===== src/rtl/qpsk_tx_pkg.sv =====
// qpsk_tx_pkg: shared FSM/segment types, frame constants and the
// header packing helper for the QPSK transmit frame scheduler.
package qpsk_tx_pkg;

  typedef enum logic [2:0] {
    ST_IDLE,
    ST_LOAD,
    ST_STREAM,
    ST_DRAIN,
    ST_DONE
  } state_t;

  typedef enum logic [1:0] {
    SEG_PRE,
    SEG_HDR,
    SEG_PAY
  } seg_t;

  localparam int SYMS_PER_WORD = 11;
  localparam int DRAIN_LIMIT = 4;

  localparam logic [4:0] SYNC_DEF = 5'b11011;
  localparam logic [20:0] PRE_PATTERN_DEF = 21'h155555;

  // Header word: sync field, frame sequence number, payload length-1.
  function automatic logic [20:0] hdr_pack(
    input logic [4:0] sync,
    input logic [7:0] seq,
    input logic [7:0] len_m1
  );
    return {sync, seq, len_m1};
  endfunction

endpackage


===== src/rtl/qpsk_tx_frame_scheduler_pacer.sv =====
// qpsk_sym_pacer: clock divider producing a one-cycle advance strobe
// every SYM_DIV enabled clocks, plus a count of strobes since clear.
// Ports: clk, reset (async high), clr (sync clear), en (count enable),
//        adv (advance strobe), adv_cnt (advances since clear).
module qpsk_sym_pacer #(
  parameter int SYM_DIV = 16,
  parameter int CNT_W = 4
) (
  input  logic             clk,
  input  logic             reset,
  input  logic             clr,
  input  logic             en,
  output logic             adv,
  output logic [CNT_W-1:0] adv_cnt
);

  localparam int DIV_W = (SYM_DIV > 2) ? $clog2(SYM_DIV) : 1;
  localparam logic [DIV_W-1:0] DIV_LAST = DIV_W'(SYM_DIV - 1);

  logic [DIV_W-1:0] div;

  // Strobe only on an enabled cycle so a stalled mapper never
  // sees an advance.
  assign adv = en && (div == DIV_LAST);

  always_ff @(posedge clk or posedge reset) begin
    if (reset) begin
      div     <= '0;
      adv_cnt <= '0;
    end else if (clr) begin
      div     <= '0;
      adv_cnt <= '0;
    end else if (adv) begin
      div     <= '0;
      adv_cnt <= adv_cnt + CNT_W'(1);
    end else if (en) begin
      div     <= div + DIV_W'(1);
    end
  end

endmodule


===== src/rtl/qpsk_tx_frame_scheduler.sv =====
// qpsk_tx_frame_scheduler: drives the QPSK word mapper through one
// frame (preamble words, header word, payload words).
// Ports: clk/reset; start, len_m1, abort frame control; pay_valid,
//   pay_data, pay_ready payload source; map_reset, map_load, map_word,
//   map_advance, map_writeready, map_complete mapper handshake;
//   busy, frame_done, underrun, seq status.
module qpsk_tx_frame_scheduler
  import qpsk_tx_pkg::*;
#(
  parameter int              WORD_W      = 21,
  parameter int              SYM_DIV     = 16,
  parameter int              PRE_WORDS   = 2,
  parameter logic [WORD_W-1:0] PRE_PATTERN = WORD_W'(PRE_PATTERN_DEF),
  parameter logic [4:0]      SYNC        = SYNC_DEF
) (
  input  logic              clk,
  input  logic              reset,
  input  logic              start,
  input  logic [7:0]        len_m1,
  input  logic              abort,
  input  logic              pay_valid,
  input  logic [WORD_W-1:0] pay_data,
  output logic              pay_ready,
  output logic              map_reset,
  output logic              map_load,
  output logic [WORD_W-1:0] map_word,
  output logic              map_advance,
  input  logic              map_writeready,
  input  logic              map_complete,
  output logic              busy,
  output logic              frame_done,
  output logic              underrun,
  output logic [7:0]        seq
);

  localparam int CNT_W = 4;
  localparam logic [7:0] PRE_LAST = 8'(PRE_WORDS - 1);
  localparam logic [1:0] DRAIN_LAST = 2'(DRAIN_LIMIT - 1);
  localparam logic [CNT_W-1:0] ADV_LAST = CNT_W'(SYMS_PER_WORD - 1);

  state_t state;
  state_t state_nxt;
  seg_t   seg;

  logic [7:0]       word_cnt;
  logic [7:0]       len;
  logic [1:0]       drain_cnt;
  logic             adv;
  logic [CNT_W-1:0] adv_cnt;
  logic             abort_act;
  logic             last_adv;
  logic             seg_last;
  logic             timeout;

  // Abort only acts on a frame in flight.
  assign abort_act = abort && (state != ST_IDLE);
  assign last_adv  = adv && (adv_cnt == ADV_LAST);
  assign timeout   = (state == ST_DRAIN) && !map_complete &&
                     (drain_cnt == DRAIN_LAST);
  assign busy      = (state != ST_IDLE);

  always_comb begin
    seg_last = 1'b1;
    unique case (seg)
      SEG_PRE: seg_last = (word_cnt == PRE_LAST);
      SEG_HDR: seg_last = 1'b1;
      SEG_PAY: seg_last = (word_cnt == len);
      default: seg_last = 1'b1;
    endcase
  end

  // Divider is held clear outside STREAM, so each word starts at 0.
  qpsk_sym_pacer #(
    .SYM_DIV (SYM_DIV),
    .CNT_W   (CNT_W)
  ) u_pacer (
    .clk     (clk),
    .reset   (reset),
    .clr     (state != ST_STREAM),
    .en      ((state == ST_STREAM) && map_writeready),
    .adv     (adv),
    .adv_cnt (adv_cnt)
  );

  always_ff @(posedge clk or posedge reset) begin
    if (reset) begin
      state <= ST_IDLE;
    end else begin
      state <= state_nxt;
    end
  end

  always_comb begin
    state_nxt = state;
    if (abort_act) begin
      state_nxt = ST_IDLE;
    end else begin
      unique case (state)
        ST_IDLE: begin
          if (start) state_nxt = ST_LOAD;
        end
        ST_LOAD: state_nxt = ST_STREAM;
        ST_STREAM: begin
          if (last_adv) state_nxt = ST_DRAIN;
        end
        ST_DRAIN: begin
          if (map_complete) begin
            if (seg == SEG_PAY && seg_last) state_nxt = ST_DONE;
            else state_nxt = ST_LOAD;
          end else if (timeout) begin
            state_nxt = ST_DONE;
          end
        end
        ST_DONE: state_nxt = ST_IDLE;
        default: state_nxt = ST_IDLE;
      endcase
    end
  end

  always_ff @(posedge clk or posedge reset) begin
    if (reset) begin
      seg       <= SEG_PRE;
      word_cnt  <= '0;
      len       <= '0;
      seq       <= '0;
      drain_cnt <= '0;
    end else begin
      if (state == ST_DRAIN && !abort_act) drain_cnt <= drain_cnt + 2'd1;
      else drain_cnt <= '0;
      if (!abort_act) begin
        unique case (state)
          ST_IDLE: begin
            if (start) begin
              len      <= len_m1;
              seg      <= SEG_PRE;
              word_cnt <= '0;
            end
          end
          ST_DRAIN: begin
            if (map_complete) begin
              if (!seg_last) begin
                word_cnt <= word_cnt + 8'd1;
              end else begin
                word_cnt <= '0;
                unique case (seg)
                  SEG_PRE: seg <= SEG_HDR;
                  SEG_HDR: seg <= SEG_PAY;
                  default: seg <= seg;
                endcase
              end
            end
          end
          ST_DONE: seq <= seq + 8'd1;
          default: ;
        endcase
      end
    end
  end

  always_comb begin
    map_load    = 1'b0;
    map_word    = '0;
    map_advance = 1'b0;
    pay_ready   = 1'b0;
    underrun    = 1'b0;
    frame_done  = 1'b0;
    // Mapper is held in reset with ours, and pulsed on abort/timeout.
    map_reset   = reset || abort_act || timeout;
    if (!abort_act) begin
      unique case (state)
        ST_LOAD: begin
          map_load = 1'b1;
          unique case (seg)
            SEG_PRE: map_word = PRE_PATTERN;
            SEG_HDR: map_word = WORD_W'(hdr_pack(SYNC, seq, len));
            SEG_PAY: begin
              // Starved source: send a zero filler word instead.
              if (pay_valid) begin
                map_word  = pay_data;
                pay_ready = 1'b1;
              end else begin
                underrun  = 1'b1;
              end
            end
            default: map_word = '0;
          endcase
        end
        ST_STREAM: map_advance = adv;
        ST_DONE:   frame_done  = 1'b1;
        default: ;
      endcase
    end
  end

endmodule


===== config.mk =====
export PLATFORM = sky130hd
export DESIGN_NAME = qpsk_tx_frame_scheduler
export DESIGN_NICKNAME = d
export VERILOG_FILES = /design/src/rtl/qpsk_tx_pkg.sv /design/src/rtl/qpsk_tx_frame_scheduler_pacer.sv /design/src/rtl/qpsk_tx_frame_scheduler.sv
export SDC_FILE = /design/constraint.sdc
export NUM_CORES = 1
export LEC_CHECK = 0
export CORE_UTILIZATION = 35
export DETAILED_ROUTE_END_ITERATION = 16
export SLEW_MARGIN = 5
export SYNTH_ARGS = -nofsm -noshare
export SYNTH_HDL_FRONTEND = slang
export SYNTH_HIERARCHICAL = 1
export SYNTH_SLANG_ARGS = --single-unit

===== constraint.sdc =====
create_clock -name clk -period 2 [get_ports clk]
set_input_delay 0.3 -clock clk [delete_from_list [all_inputs] [get_ports clk]]
set_output_delay 0.3 -clock clk [all_outputs]
set_load 0.05 [all_outputs]

==> summary.txt, run 1 <==
worst-margin pin slew - 0.6355 ns
layout cells sized above 1 - 36.63%
Peak supply drop - 0.0003741 V
clk slew on worst S/H paths - 0.08 ns
register area share after synthesis - 39.61%
HP Class - in2async
Final GP Congestion - 0.8540
capturing point of the worst reg2reg path - word_cnt[0]
most common cell after layout, fill and taps aside - clkdlybuf4s50_1
maxcap violations - 0
flop-to-flop setup slack - -0.04 ns
filler cell count - 570
period utilization - 102.0%
Syn Area/Cell - 8.437 um^2
Register Area - 980.9 um^2
Crit Path Category - reg2reg
drt wl/cell - 16.31 um
RSZ-0062 raised after global routing - yes
Vias/cell - 5.206
multi-input logic area - 1653 um^2
worst-case clock buffer depth - 2
combinational cell fraction of total power - 34.2%
critical path cell sequence - or4b_1 -> o32ai_2 -> o32ai_1 -> buf_4 -> o21ai_4 -> nor2_2 -> mux2_2
CP Data Arrival Time - 2.22 ns
die width - 85.90 um
largest net degree at the start of global routing - 32
Hold Fails Final Rpt - 0
vias in the first global route - 2,545
final instance area - 4342 um^2
final setup vio count - 2
Top Usage Layer GRT - met2
top achievable clock speed - 490.0 MHz
Post-Route WL - 8153 um
critical register-to-register path startpoint - len[4]
Tmin final - 2.041 ns
top_reg_cell synth - dfrtp_1
number of remaining DRC errors - 0
sw frac - 32.32%
DP HPWL - 5765 um
Iter 0 DRT Violations - 67
H-tree level count - 2
startpoint types - flop
Req. time, crit path - 2.18 ns
flops & latches, synth - 39
Row Count - 30
pwr dens - 563.0 nW/um^2
distinct cell type count after synthesis - 53
max-slew violation count - 0
number of I/O pins - 72
later-pin clock latency in the skew report - 0.30 ns
Detailed Routing Iterations Pass 1 - 4
die height - 85.90 um
part of the power in registers - 37.5%
worst clock skew - 0.01014 ns
Detail Route Antenna Nets - 0
met1 Use GR - 27.11%
total chip power - 2.445 mW
Post-Syn Area - 2464 um^2
Nets - 444
largest cells by area after synthesis - dfrtp_1 (40%), a21oi_1 (6.1%), nor2_1 (5.9%)
Num Clock Sinks - 39
Post-synth EDFFs - 0
grt met3 use - 2.599%
Post-Route Setup TNS - -0.06825 ns
Placeable Area - 6794 um^2
CTS tree - built
post-route setup slack - -0.04099 ns
area leader, netlist - dfrtp_1
Root Buffer - clkbuf_8
Worst R2R Path Depth - 7
Pleak - 1.791 nW
Pint - 1.654 mW
Critical Path Source - len[4]
Ys Warns - 6
slowest cell on the critical path - or4b_1
met2 usage - 38.46%
Die ar. - 7379 um^2
Area after DPL - 3865 um^2
Switching Power - 790.0 uW
P&R area growth vs syn - 76.23%
gr ovfl total - 0
syn_nets - 333
IO Port Bufs - 71
status - finished, violations left
Rel. slew slack - 57.31%
most frequent cells in the layout - clkdlybuf4s50_1 (43), buf_4 (42), dfrtp_1 (35)
first-pass GRT wire length - 12,400 um
failing checks - setup timing
synthesized instance count - 292
maximum fanout along the worst path - 5
antenna cells - 0
Crit. End Element - flop
initial antenna violation count - 0
Critical Path Max Stage Delay - 0.56 ns
Initial Util - 36.26%
gr usage total - 21.52%
Clk network pwr share - 28.3%
Yosys top cell area share - 39.61%
ys async rst share - 100.0%
detailed-route via count - 2,603
Num CTS Buffers - 5
-- metal layers --
layer | wire length [um] | vias up
li1 | - | 1255
met1 | 3591 | 1285
met2 | 4239 | 55
met3 | 213 | 8
met4 | 109 | 0
met5 | 0 | -
-- worst max-delay path, delay by kind of cell (launching register included) --
kind | cells | cell delay, ns
simple gates | 2 | 0.62
compound gates | 3 | 0.45
flops | 1 | 0.43
mux | 1 | 0.25
buf+inv | 1 | 0.17
-- registers in the layout, indices dropped and copies added (netlist names) --
signal           flops
drain_cnt            2
len                  8
seg                  2
seq                  8
state                3
u_pacer/adv_cnt      4
u_pacer/div          4
word_cnt             8
-- synth_stat cells, types with 4 or more instances --
master    number
a21o_1         4
a21oi_1       30
a22oi_1        4
a32oi_1        4
clkbuf_1      13
dfrtp_1       39
ha_1           5
inv_1         15
mux2_2         6
nand2_1       25
nand2b_1       6
nand3_1        9
nor2_1        39
nor2b_1        4
nor3_1         6
o21ai_0       15
or3_1          6
xnor2_1        7
xor2_1         6
-- kinds of logic (layout without fill, tap and decap cells) --
logic type      count (synthesis)  in the layout  share of synthesized area [%]
flops                          39             39                          39.61
fa+ha+maj                       5              5                          2.539
buf+inv                        33            144                          5.485
compound gates                 73             74                          18.59
mux                             8              8                          3.555
xor+xnor                       13             13                          4.622
simple gates                  121            121                          25.60
-- power by group through the flow --
stage	clock network, mW	logic, mW	registers, mW
6_report	0.693	0.835	0.916
5_1_grt	0.739	0.886	0.924
4_1_cts	0.707	0.767	0.912
3_5_place_dp	0	0.731	0.925
3_3_place_gp	0	0.728	0.925
2_1_floorplan	0	0.380	0.910
-- area by class of cell --
type                            instances  share of cell area [%]
Multi-Input combinational cell        221                   38.07
Sequential cell                        39                   22.59
Inverter                               15                   1.297
Clock buffer                            6                   1.902
Tap cell                               96                   2.767
Clock inverter                          2                  0.8069
Timing Repair Buffer                  121                   32.56
-- metrics by stage --
step	cells	hold slack [ns]	utilization, %	setup slack (ns)
finish	500	0.3059	63.90	-0.04099
global route	500	0.3546	63.90	-0.1276
detailed placement	482	0.4299	56.89	-0.03645
CTS	494	0.3076	60.22	-0.01326
global placement	482	0.4228	56.89	-0.004756
floorplan	292	0.1157	-	-0.1193
-- what timing repair did --
| action | CTS | global route |
|---|---|---|
| hold buffers | 0 | 0 |
| pin swaps | 3 | 11 |
| setup buffers | 3 | 4 |
| cloned | 1 | 2 |
| resized for setup | 19 | 41 |
| endpoints found under the setup margin | 19 | 33 |
-- worst max path at each step --
stage	endpoint	slack (ns)	cells past startpoint
after global placement	word_cnt[0]	-0.005	7
final	word_cnt[0]	-0.04	7
after global routing	word_cnt[0]	-0.13	7
after detailed placement	state[0]	-0.04	6
after CTS	state[0]	-0.01	6
after floorplan	map_advance	-0.12	7
No activity file was read; power rests on OpenSTA's default activity.
==> run 2: changes to the inputs <==
CELL_PAD_IN_SITES_DETAIL_PLACEMENT = 1   (was not set)
CELL_PAD_IN_SITES_GLOBAL_PLACEMENT = 1   (was not set)
CORE_UTILIZATION = 31   (was 35)
PLACE_DENSITY = 0.81   (was not set)
==> summary.txt, run 2 (synthesis results as in run 1) <==
status - finished, violations left
failing checks - setup timing
RSZ-0062 raised after global routing - yes
gr ovfl total - 0
Req. time, crit path - 2.24 ns
CP Data Arrival Time - 2.41 ns
drt wl/cell - 22.70 um
capturing point of the worst reg2reg path - word_cnt[5]
Peak supply drop - 0.0002945 V
Num CTS Buffers - 5
later-pin clock latency in the skew report - 0.31 ns
Hold Fails Final Rpt - 0
Hold-fix buffers, CTS - 0
flop-to-flop setup slack - -0.17 ns
Num Clock Sinks - 39
P&R area growth vs syn - 80.80%
die height - 91.15 um
Pleak - 1.848 nW
Worst R2R Path Depth - 7
total chip power - 2.627 mW
Post-Route Setup TNS - -2.451 ns
gr usage total - 24.32%
clk slew on worst S/H paths - 0.10 ns
final setup vio count - 31
post-route setup slack - -0.1666 ns
pwr dens - 589.7 nW/um^2
maxcap violations - 0
Largest regs - len x8, seq x8, word_cnt x8
Iter 0 DRT Violations - 123
Vias/cell - 5.470
startpoint types - flop
HP Class - in2async
Critical Path Source - seg[0]
largest net degree at the start of global routing - 32
IO Port Bufs - 71
most common cell after layout, fill and taps aside - buf_4
Critical Path Sink - word_cnt[5]
number of I/O pins - 72
Detailed Routing Iterations Pass 1 - 4
H-tree level count - 2
Nets - 451
Row Count - 32
period utilization - 108.3%
worst-case clock buffer depth - 2
worst hold margin - 0.3195 ns
Detail Route Antenna Nets - 0
top achievable clock speed - 461.6 MHz
Die ar. - 8307 um^2
first-pass GRT wire length - 15,700 um
Root Buffer - clkbuf_8
max-slew violation count - 0
worst-margin pin slew - 0.5137 ns
Crit. End Element - flop
initial antenna violation count - 0
antenna cells - 0
Crit Path Category - reg2reg
Rel. slew slack - 65.64%
DP HPWL - 6462 um
Final GP Congestion - 0.7912
Post-Route WL - 11,640 um
Tmin final - 2.167 ns
worst clock skew - 0.01073 ns
number of remaining DRC errors - 0
Initial Util - 32.05%
most frequent cells in the layout - buf_4 (45), clkdlybuf4s50_1 (42), dfrtp_1 (35)
vias in the first global route - 3,071
layout cells sized above 1 - 40.63%
die width - 91.15 um
critical register-to-register path startpoint - seg[0]
CTS tree - built
maximum fanout along the worst path - 7
detailed-route via count - 2,806
Placeable Area - 7687 um^2
-- run 2: power by group --
group	leakage (nW)	switching (mW)	internal (mW)
registers	0.515	0.0837	0.847
clock network	0.0644	0.341	0.498
logic	1.27	0.465	0.392
total	1.85	0.889	1.74
-- run 2: per-layer routing --
layer	GRT usage, %	routed length, um	vias up
met5	0	0	-
met4	11.11	656	0
met3	4.271	509	53
met2	45.20	6272	105
met1	26.74	4204	1390
li1	-	-	1258
-- run 2: stage by stage --
stage          instances  cell area (um^2)  util, %  setup WS, ns
6_report             513              4454    57.94       -0.1666
5_1_grt              513              4454    57.94       -0.2179
4_1_cts              506              4170    54.25      -0.04913
3_5_place_dp         487              3852    50.11      -0.02758
3_3_place_gp         487              3852    50.11       0.01634
2_1_floorplan        292              2559        -       -0.1193
-- run 2: worst max-delay path, cell delays in order, from the launching register on --
cell and delay [ns]:
dfrtp_2 0.46, buf_6 0.13, and2b_1 0.23, a21oi_1 0.13, o32ai_2 0.45, o21ai_4 0.17, nor4b_2 0.36, a21o_1 0.15
-- run 2: cell type report --
cell class	count	area, um^2
clock buffers	5	68.82
well taps	102	127.6
flip-flops and latches	39	980.9
multi-input cells	220	1673
fillers	846	3233
inverters	15	56.30
clock inverters	3	67.56
repair buffers	129	1480
-- run 2: worst min-delay path by stage --
stage | startpoint | to | slack, ns | cells after the start
6_report | reset | u_pacer/adv_cnt[2] | 0.32 | 2
5_1_grt | reset | u_pacer/adv_cnt[2] | 0.36 | 2
4_1_cts | reset | u_pacer/adv_cnt[2] | 0.32 | 2
3_5_place_dp | drain_cnt[0] | drain_cnt[0] | 0.45 | 1
3_3_place_gp | drain_cnt[0] | drain_cnt[0] | 0.42 | 1
2_1_floorplan | reset | u_pacer/adv_cnt[0] | 0.12 | 1
-- run 2: timing repair --
| action | CTS | global route |
|---|---|---|
| pin swaps | 6 | 31 |
| buffers inserted | 10 | 8 |
| gates resized for setup | 25 | 52 |
| gates cloned | 1 | 0 |
| endpoints found under the setup margin | 24 | 36 |
